**config.mk**
```make
export PLATFORM = sky130hd
export DESIGN_NAME = accum_ctrl
export DESIGN_NICKNAME = d
export VERILOG_FILES = /design/src/rtl/accum_ctrl.sv
export SDC_FILE = /design/constraint.sdc
export NUM_CORES = 1
export LEC_CHECK = 0
export CORE_MARGIN = 4
export CORE_UTILIZATION = 25
export DETAILED_ROUTE_END_ITERATION = 6
export PLACE_DENSITY = 0.61
export SYNTH_ARGS = -nofsm -noshare
export SYNTH_HDL_FRONTEND = slang
export SYNTH_SLANG_ARGS = --single-unit
```
**constraint.sdc**
```tcl
create_clock -name clk -period 1.5 [get_ports clk]
set_input_delay 0.15 -clock clk [delete_from_list [all_inputs] [get_ports clk]]
set_output_delay 0.15 -clock clk [all_outputs]
set_load 0.01 [all_outputs]
```
**src/rtl/accum_ctrl.sv**
```systemverilog
`default_nettype none
// +----------------------------------------------------------------------------+
// | accum_ctrl: sequencer for the FP accumulate datapath (clear, stream, emit) |
// | Rev 1.0                                                                     |
// +----------------------------------------------------------------------------+
module accum_ctrl #(
  parameter int DATA_W = 32,
  parameter int CNT_W  = 8
) (
  input  logic              clk,
  input  logic              rst,
  input  logic              start,
  input  logic [CNT_W-1:0]  cfg_terms,
  output logic              busy,
  input  logic [DATA_W-1:0] in_data,
  input  logic              in_valid,
  output logic              in_ready,
  output logic [DATA_W-1:0] acc_b,
  output logic              acc_en,
  output logic              acc_clr,
  input  logic [DATA_W-1:0] acc_sum,
  output logic [DATA_W-1:0] res_data,
  output logic              res_valid,
  input  logic              res_ready
);

  localparam logic [2:0] c_IDLE  = 3'd0;
  localparam logic [2:0] c_CLEAR = 3'd1;
  localparam logic [2:0] c_ACCUM = 3'd2;
  localparam logic [2:0] c_WAIT  = 3'd3;
  localparam logic [2:0] c_OUT   = 3'd4;

  logic [2:0]        state_q, state_d;
  logic [CNT_W-1:0]  remaining_q, remaining_d;
  logic [DATA_W-1:0] res_data_q, res_data_d;

  always_comb begin
    state_d     = state_q;
    remaining_d = remaining_q;
    res_data_d  = res_data_q;
    case (state_q)
      c_IDLE: begin
        if (start) begin
          remaining_d = cfg_terms;
          state_d     = c_CLEAR;
        end
      end
      c_CLEAR: begin
        state_d = (remaining_q != '0) ? c_ACCUM : c_WAIT;
      end
      c_ACCUM: begin
        if (in_valid) begin
          remaining_d = remaining_q - CNT_W'(1);
          if (remaining_q == CNT_W'(1)) begin
            state_d = c_WAIT;
          end
        end
      end
      c_WAIT: begin
        // The last accepted term has landed in the accumulator by now.
        res_data_d = acc_sum;
        state_d    = c_OUT;
      end
      c_OUT: begin
        if (res_ready) begin
          state_d = c_IDLE;
        end
      end
      default: begin
        state_d = c_IDLE;
      end
    endcase
  end

  always_ff @(posedge clk or posedge rst) begin
    if (rst) begin
      state_q     <= c_IDLE;
      remaining_q <= '0;
      res_data_q  <= '0;
    end else begin
      state_q     <= state_d;
      remaining_q <= remaining_d;
      res_data_q  <= res_data_d;
    end
  end

  assign busy      = (state_q != c_IDLE);
  assign in_ready  = (state_q == c_ACCUM);
  assign acc_en    = in_valid & in_ready;
  assign acc_b     = in_ready ? in_data : '0;
  assign acc_clr   = (state_q == c_CLEAR);
  assign res_valid = (state_q == c_OUT);
  assign res_data  = res_data_q;

endmodule
`default_nettype wire
```
-- Yosys cells after proc, flatten, opt, wreduce, memory -nomap -nowiden
Cells that the tools add are included.
- reductions and logical operators: 6
- add/subtract/negate cells: 1
- equality and inequality tests: 9
- bitwise logic cells: 1
- multiplexer cells: 10
- operator list (kind ; count):
    2-to-1 mux 32 bit ; 1
    2-to-1 mux 8 bit ; 2
    case mux 8 bit (2 select lines) ; 1
    case mux 3 bit (5 select lines) ; 1
    2-to-1 mux 3 bit ; 4
    equality test 8 x 1 -> 1 bit (second input constant) ; 1
    nonzero test 8 bit ; 1
    subtractor 8 x 1 -> 8 bit (second input constant) ; 1
    equality test 3 x 2 -> 1 bit (second input constant) ; 2
    != test 2 x 1 -> 1 bit (second input constant) ; 2
    != test 2 bit (second input constant) ; 2
    AND reduction 4 bit ; 1
    equality test 3 x 1 -> 1 bit (second input constant) ; 1
    equality test 3 bit (second input constant) ; 1
    logical NOT 3 bit ; 1
    AND reduction 3 bit ; 1
    nonzero test 3 bit ; 1
    nonzero test 2 bit ; 1
    bitwise AND 1 bit ; 1
    2-to-1 mux 1 bit ; 1
- flip-flop bits (word level): 43
- bits of input ports: 77
- word-level logic and storage cells: 30
- output and inout bits: 69

-- Depth between registers and ports, before layout
Gate-level depths: netlist of run 1.
- depth after elaboration: 4
- gate-level depth with buffers: 7
- depth with buffers taken out: 5

-- Worst setup path before layout of run 1
No wires, ideal clock.
- path kind: flip-flop to output port
- start: reg state_q[0]
- end: out acc_b[22]
- path slack: -0.061 ns
- path buffers: 3
- cell stages (with the launch flop): 7
- required time: 1.350 ns
- arrival: 1.411 ns
- cell sequence: dfrtp_1 -> buf_2 -> or3b_1 -> buf_4 -> inv_4 -> buf_2 -> and2_1
- cells in the longest elaborated chain, start to end: 2
- ends and longest elaborated chain (element ; line ; text):
    from (decl) ; 33 ; logic [2:0] state_q, state_d;
    from (signal assigned) ; 77 ; state_q <= c_IDLE;
    from (signal assigned) ; 81 ; state_q <= state_d;
    equality test 3 x 2 -> 1 bit ; 88 ; assign in_ready = (state_q == c_ACCUM);
    via in_ready ; 17 ; output logic in_ready,
    2-to-1 mux 32 bit ; 90 ; assign acc_b = in_ready ? in_data : '0;
    to (decl) ; 18 ; output logic [DATA_W-1:0] acc_b,
The timed path passes the listed nets, and every way through them passes these cells.

-- Final worst setup path of run 1
- start: reg state_q[0]
- end: out acc_en
- cells in the longest elaborated chain, start to end: 2
- ends and longest elaborated chain (element ; line ; text):
    equality test 3 x 2 -> 1 bit ; 88 ;
    bitwise AND 1 bit ; 89 ; assign acc_en = in_valid & in_ready;
    to (decl) ; 19 ; output logic acc_en,
Every way passes these cells.

==> results of run 1 <==
==> synth_stat cells (all sizes together) (2+ instances only) <==
master	instances	area [um^2]
nand2	5	18.8
nor3	3	15.0
buf	8	45.0
dfrtp	43	1080
a21oi	5	25.0
mux2	33	372
nor3b	2	15.0
nor2	10	37.5
and2	32	200
clkbuf	3	13.8
o21ai	6	30.0
inv	5	21.3
o22a	4	35.0
nand4	2	12.5
or3	2	17.5
nand3b	3	22.5
a41oi	2	17.5
ha	3	37.5
or2	2	12.5
==> repair_timing <==
item | CTS | global route
buffers inserted | 10 | 2
resized for setup | 208 | 18
hold endpoints to repair | 0 | 0
endpoints found under the setup margin | 45 | 78
pin swaps | 24 | 9
cloned | 3 | 5
==> where the power goes <==
| group | internal (mW) | switching, mW | leakage (nW) |
|---|---|---|---|
| logic | 3.42 | 2.17 | 1.37 |
| clock network | 0.362 | 0.392 | 0.0470 |
| registers | 1.76 | 0.332 | 0.505 |
==> worst max path at each step <==
stage / to / slack (ns) / cells past startpoint / from
after CTS: acc_en / -0.27 / 5 / state_q[0]$_DFFE_PP0P_
after global placement: acc_b[2] / -0.38 / 4 / state_q[2]$_DFFE_PP0P_
after detailed placement: acc_b[19] / -0.41 / 4 / state_q[2]$_DFFE_PP0P_
final: acc_en / -0.26 / 5 / state_q[0]$_DFFE_PP0P_
after global routing: acc_en / -0.32 / 5 / state_q[1]$_DFFE_PP0P_
after floorplan: acc_b[10] / 0.005 / 6 / state_q[0]$_DFFE_PP0P_
==> per-layer routing <==
metal | GRT usage (%) | part of all wire (%) | vias up
met5 | 0 | 0 | -
li1 | - | - | 988
met2 | 24.7 | 50 | 115
met1 | 15.1 | 37 | 967
met4 | 3.21 | 0.78 | 0
met3 | 6.09 | 13 | 7
==> cell type report <==
cell class	count	area [um^2]	share of cell area, %
repair buffers	178	1900	43.5
multi-input cells	126	1120	25.6
flip-flops and latches	43	1080	24.6
well taps	105	131	3.00
clock buffers	6	82.6	1.89
repair inverters	3	31.3	0.714
inverters	5	26.3	0.600
clock inverters	1	5.00	0.114
==> placed cells by master, fill, tap and decap left out, types with 3 or more instances in the layout <==
cell                              instances
sky130_fd_sc_hd__clkbuf_16                4
sky130_fd_sc_hd__inv_1                    3
sky130_fd_sc_hd__inv_8                    3
sky130_fd_sc_hd__clkbuf_8                 6
sky130_fd_sc_hd__o22a_1                   4
sky130_fd_sc_hd__o21ai_1                  3
sky130_fd_sc_hd__o21ai_0                  3
sky130_fd_sc_hd__buf_12                   4
sky130_fd_sc_hd__buf_6                   42
sky130_fd_sc_hd__mux2_2                  32
sky130_fd_sc_hd__buf_8                    3
sky130_fd_sc_hd__buf_4                   16
sky130_fd_sc_hd__dfrtp_1                 43
sky130_fd_sc_hd__nand3b_1                 3
sky130_fd_sc_hd__nand2_1                  3
sky130_fd_sc_hd__nor2_1                   9
sky130_fd_sc_hd__clkdlybuf4s50_1        108
sky130_fd_sc_hd__ha_1                     3
sky130_fd_sc_hd__a21oi_1                  3
sky130_fd_sc_hd__and2_4                  32
sky130_fd_sc_hd__nor3_1                   3
==> critical path, stage by stage, from the launching register on <==
cell and delay [ns]:
sky130_fd_sc_hd__dfrtp_1 0.39, sky130_fd_sc_hd__or3b_4 0.46, sky130_fd_sc_hd__buf_12 0.17, sky130_fd_sc_hd__buf_8 0.12, sky130_fd_sc_hd__nor2_4 0.07, sky130_fd_sc_hd__buf_6 0.10
==> registers in the layout (all words and copies together) (netlist names) <==
| register | cells |
|---|---|
| res_data | 32 |
| remaining_q | 8 |
| state_q | 3 |
==> cell families after synthesis <==
kind of cell / Yosys count
flip-flops: 43
AND/OR/NAND/NOR: 65
buffers and inverters: 16
AO/OA/AOI/OAI: 24
multiplexers: 34
adder cells (fa/ha/maj): 3
==> out/results.txt, run 1 <==
Mapped cell area: 2140 um^2. Compound-cell area share of the yosys netlist: 7.90%. The most used flip-flop cell after synthesis is sky130_fd_sc_hd__dfrtp_1. Once the floorplan was initialized, standard cells occupied 25.9% of the core. The first routing iteration left 63 violations. In the routed design, unresolved DRC markers number 0. Sequential elements use 50.3% of the synthesized area.

After clock tree synthesis, the clock-pin slew on the worst setup and hold paths is 0.08 ns. The portion of synthesized area spent on multiplexers is 17.8%. Global routing used 13.9% of the available tracks across all layers. Number of antenna violations at the first check in global routing: 0. TritonCTS built the clock tree. Final number of max-transition violations: 0.

The analysis attributes to cell leakage a power of 1.92 nW. For the worst flop-to-flop path, the logic depth is 7. For the cell row count, the log shows 33.

The logs give 146 for the number of I/O pins and 0 for the number of warnings printed during yosys synthesis. STA classifies the critical path endpoint as an output pin. The minimum setup slack in the final design is -0.256 ns. The worst setup path is launched from a register. In this run the cell area measured after placement is 3900 um^2. Setup violations remaining at the end of the flow were counted as 77. The completed layout was analyzed and its total power is 8.43 mW. The count of buffers added on input and output ports is 145. The H-tree was split into 2 levels. Transition time at the pin with the least slew margin: 0.287 ns. Including well taps, the total number of placed cells is 442.

The worst hold path class was in2async. Counting every net in the synthesized netlist gives 265. The floorplan step set the die height to 100 um. Clock tree synthesis selected as its root buffer the cell sky130_fd_sc_hd__clkbuf_8. The clock latency reported for the late side of the worst-skew pair was 0.29 ns; the share of the cycle needed by the critical path after routing was 117%. The via density per instance is 4.45, and the final standard cell count with taps included and fillers excluded is 467.

The number of hold buffers added after CTS was 0. The synthesized netlist devotes 0% of its cell area to XOR and XNOR gates. Count of antenna diodes in the layout: 0.

The iteration count of the initial detailed-routing pass was 4; the register bit total from synthesis was 43. The area growth from synthesis to layout is 105%. The clock drives 43 sinks. The logs give -0.414 ns for the setup slack after placement and 10100 um^2 for the overall die area. The mean instance size in the synthesized netlist is 11.6 um^2. Worst-case clock buffer depth: 2. Entering global routing, the biggest net connects 44 pins. Yosys mapped a number of flops with a built-in enable equal to 0.

Dividing total power by cell area gives a power density of 1930 nW/um^2. The startpoint identified for the worst register-to-register timing path is state_q[0]$_DFFE_PP0P_. In this run the register-to-register setup slack is -0.24 ns. The final critical delay including setup and external delays was 1.76 ns. The final design instance area without fill is 4380 um^2, and the number of antenna-violating nets in the routed design is 0.

The setup path with the least slack is of type reg2out. The share of flip-flops with an asynchronous set or reset was 100%; the core box area was 8260 um^2. Worst-case vdd ir drop: 0.843 mV.

The number of different library cells used by synthesis comes to 36. The detailed-route via count is 2077, and the fmax is 570 MHz. The checks that failed: negative setup slack. The cell count after synthesis is 185. In this run the worst path has a maximum fanout of 4.

Global routing finished with a remaining overflow of 0. The synthesized-area fraction occupied by adder cells works out to 1.76%. At the end of the flow the core is filled with cells to 53.0%. The x dimension of the die is 100 um, and the global-route wire length before repair is 11.1 mm. Required time reported for the critical path endpoint: 1.35 ns. Dividing the detail-routed wire length by the instance count gives 16.1 um. The number of buffers created by CTS came out at 5. The reg-to-reg endpoint is remaining_q[7]$_DFFE_PP0P_.

At the end of routability-driven placement, the weighted congestion stood at 0.902. The run gives -12.71 ns as the summed negative setup slack over all endpoints. The run finished, with violations left. By area, the combinational part of the netlist is dominated by simple AND/OR/NAND/NOR gates. The logs give 80.7% for the relative max-transition margin and 0.00733 ns for the clock skew.

Counting the fill cells in the layout gives 715. The number of global-route vias before repair came out at 2164. The sum of routed wire length over all layers was 7.54 mm. After legalization and detailed placement, the total HPWL measured 5.09 mm. On the final layout, the worst hold slack is 0.194 ns. Cells with a size suffix above 1 make up 45.3% of the layout.

The number of max-cap violations is 0. Setup repair after global routing could not meet its margin everywhere. The logs give 442 for the total number of nets in the final design and 1.61 ns for the arrival time reported for the critical path endpoint. Summing the areas of all and, or, nand and nor instances in the mapped netlist gives 18.4% of the synthesized area. The tools report the number of hold violations in the final report as 0.
(Power assumes the default switching activity.)
==> inputs of run 2 (changes only) <==
==> constraint.sdc (replaced) <==
create_clock -name clk -period 1.5 [get_ports clk]
set_input_delay 0.375 -clock clk [delete_from_list [all_inputs] [get_ports clk]]
set_output_delay 0.375 -clock clk [all_outputs]
set_load 0.01 [all_outputs]
==> run 2 against run 1 <==
The flow still finishes with violations (negative setup slack). Die area unchanged. Global-route usage up 1.3 points. Hold slack better by 0.24 ns. Register-to-register slack worse by 0.04 ns. Total power up 13%. Maximum frequency down 16%. Clock skew up 0.0048 ns. Cell count up 5.4%. Non-clock buffer count up 24. Combinational power up 17%. Largest power group unchanged. Highest routed layer unchanged.
==> out/results.txt, run 2 (synthesis gave the netlist of run 1 again) <==
The run finished, with violations left. The checks that failed: negative setup slack. The tool flagged a number of max-cap violations equal to 0. Summed over all cells, the static leakage comes to 2.30 nW. The first TritonRoute pass finished after 4 iterations.

Dividing the detail-routed wire length by the instance count gives 16.9 um. Entering global routing, the biggest net connects 24 pins. The number of port buffers was 145; the clock skew was 0.0121 ns.

Summing all placed instances gives a cell area of 3890 um^2. Derived from the worst setup path, the maximum achievable clock frequency is 477 MHz. The minimum setup slack in the final design is -0.598 ns, and the share of the cycle needed by the critical path after routing is 140%. The die is 100 um tall.

For the number of global-route vias before repair, the log shows 2247. The tools report the remaining design rule violation count as 0. Setup repair after global routing could not meet its margin everywhere. In this run the core area contains 33 standard-cell rows. The later pin in the worst-skew pair is clocked with a latency of 0.29 ns. At the worst endpoint, the arrival time is 1.72 ns. For flop-to-flop paths, the worst setup slack is -0.28 ns.

The critical path startpoint category was a register. For the worst slack on hold paths, the log shows 0.435 ns. The library cells used most frequently in the layout, excluding fill and tap cells, are 76 x sky130_fd_sc_hd__clkdlybuf4s50_1, 57 x sky130_fd_sc_hd__buf_6, 43 x sky130_fd_sc_hd__dfrtp_1, 33 x sky130_fd_sc_hd__mux2_4, 32 x sky130_fd_sc_hd__dlygate4sd2_1. Starting DRC count in detailed routing: 37.

The effective utilization at floorplan is 25.9%. The number of I/O pins is 146, and the worst-case clock buffer depth is 2. Compared with the post-synthesis result, the final layout area differs by 125%. The tree is rooted in a sky130_fd_sc_hd__clkbuf_8. Headroom to the max-slew limit came out at 80.0%. The overall routing resource usage was 15.2%.

In this run the worst path has a maximum fanout of 5. The number of clock sinks came out at 43. Clock-pin slew was measured on the worst setup and hold paths at 0.09 ns. The total overflow left after global routing is 0. The worst hold path belongs to the class in2async.

The first global-routing pass estimated 11.9 mm of wire. After detailed routing, the number of vias per cell comes to 4.50. The congestion estimate from routability-driven global placement came to 0.803. The tools report the final design instance area without fill as 4800 um^2.

The path type of the worst setup path is reg2out. The floorplan step set the die width to 100 um. For the pin with the worst max-slew slack, the measured transition is 0.300 ns. The sum of routed wire length over all layers came out at 8.31 mm. In the final layout, the share of cells above drive strength 1 is 50.1%.

The run gives 79 as the number of setup violations in the final report. The tools report the number of hold violations in the final report as 0. Cell area power density: 1990 nW/um^2. The register with the most flip-flops in the layout has 32 of them. The wire-length estimate of the detail-placed layout is 5.38 mm.

Clock tree synthesis inserted a total of 5 buffers. The final number of max-transition violations was 0. Counting the fill cells in the layout gives 692. At the worst endpoint, the required time is 1.12 ns. Number of antenna violations at the first check in global routing: 0. TritonCTS built the clock tree.

In the final timing run, aggregate negative setup slack is -26.35 ns. Leaving out fill and tap cells, the most frequent cell in the layout is sky130_fd_sc_hd__clkdlybuf4s50_1. Total number of nets in the final design: 467. The core box area came out at 8260 um^2. The repair_antennas step left the layout with diodes totalling 0. The final critical delay including setup and external delays was 2.10 ns. For the final standard cell count with taps included and fillers excluded, the log shows 492. Post-cts hold buffer count: 0. Cells fill 58.2% of the core in the end. Worst-case vdd ir drop: 0.847 mV. For this block, the via count after detailed routing is 2213. The H-tree depth reported by CTS is 2, and the total instance count after detailed placement is 441. The tools report the kind of end point of the critical path as an output pin. The overall die area is 10100 um^2, and the number of antenna-violating nets in the routed design is 0.
run 2: routing by layer:
metal	vias up	share of wire, %	GRT usage, %
met5	-	0	0
met4	0	0.87	3.01
met3	8	11	5.61
met2	112	51	28.3
met1	1054	37	16.4
li1	1039	-	-
run 2: cell type report:
class / count / area, um^2 / area share [%]
Timing Repair Buffer: 202 / 2130 / 44.3
Clock buffer: 5 / 68.8 / 1.43
Multi-Input combinational cell: 126 / 1280 / 26.7
Clock inverter: 2 / 37.5 / 0.782
Tap cell: 105 / 131 / 2.74
Inverter: 5 / 31.3 / 0.651
Timing Repair inverter: 4 / 48.8 / 1.02
Sequential cell: 43 / 1080 / 22.4
run 2: path summary, 6_finish.rpt:
| path | end | startpoint | cells past startpoint |
|---|---|---|---|
| worst max register to register | remaining_q[4]$_DFFE_PP0P_ | state_q[1]$_DFFE_PP0P_ | 8 |
| min in group clk | res_data[5]$_DFFE_PP0P_ | res_data[5]$_DFFE_PP0P_ | 1 |
| max in group asynchronous | res_data[26]$_DFFE_PP0P_ | rst | 3 |
| worst max-delay path | acc_b[7] | state_q[0]$_DFFE_PP0P_ | 6 |
| worst min-delay path | state_q[2]$_DFFE_PP0P_ | rst | 3 |
| worst min register to register | res_data[5]$_DFFE_PP0P_ | res_data[5]$_DFFE_PP0P_ | 1 |
run 2: what timing repair did:
action	CTS	global route
setup endpoints to repair	78	79
gates resized for setup	255	69
setup buffers	26	14
cloned	6	3
pin swaps	27	13
run 2: through the flow:
| stage | power (mW) | worst slack (ns) |
|---|---|---|
| after global routing | 10.1 | -0.681 |
| after detailed placement | 6.69 | -0.670 |
| after global placement | 6.63 | -0.647 |
| final | 9.54 | -0.598 |
| after CTS | 8.52 | -0.589 |
| after floorplan | 4.48 | -0.211 |
run 2: power by group:
group	switching, mW	internal (mW)	leakage (nW)
Clock	0.409	0.487	0.0502
Sequential	0.346	1.76	0.505
Combinational	2.50	4.04	1.74
Total	3.25	6.29	2.30
run 2: critical path, stage by stage, from the launching register on:
cell	delay, ns
sky130_fd_sc_hd__dfrtp_1	0.38
sky130_fd_sc_hd__or3b_4	0.48
sky130_fd_sc_hd__clkinvlp_4	0.16
sky130_fd_sc_hd__buf_6	0.11
sky130_fd_sc_hd__buf_6	0.08
sky130_fd_sc_hd__and2_4	0.12
sky130_fd_sc_hd__buf_6	0.09
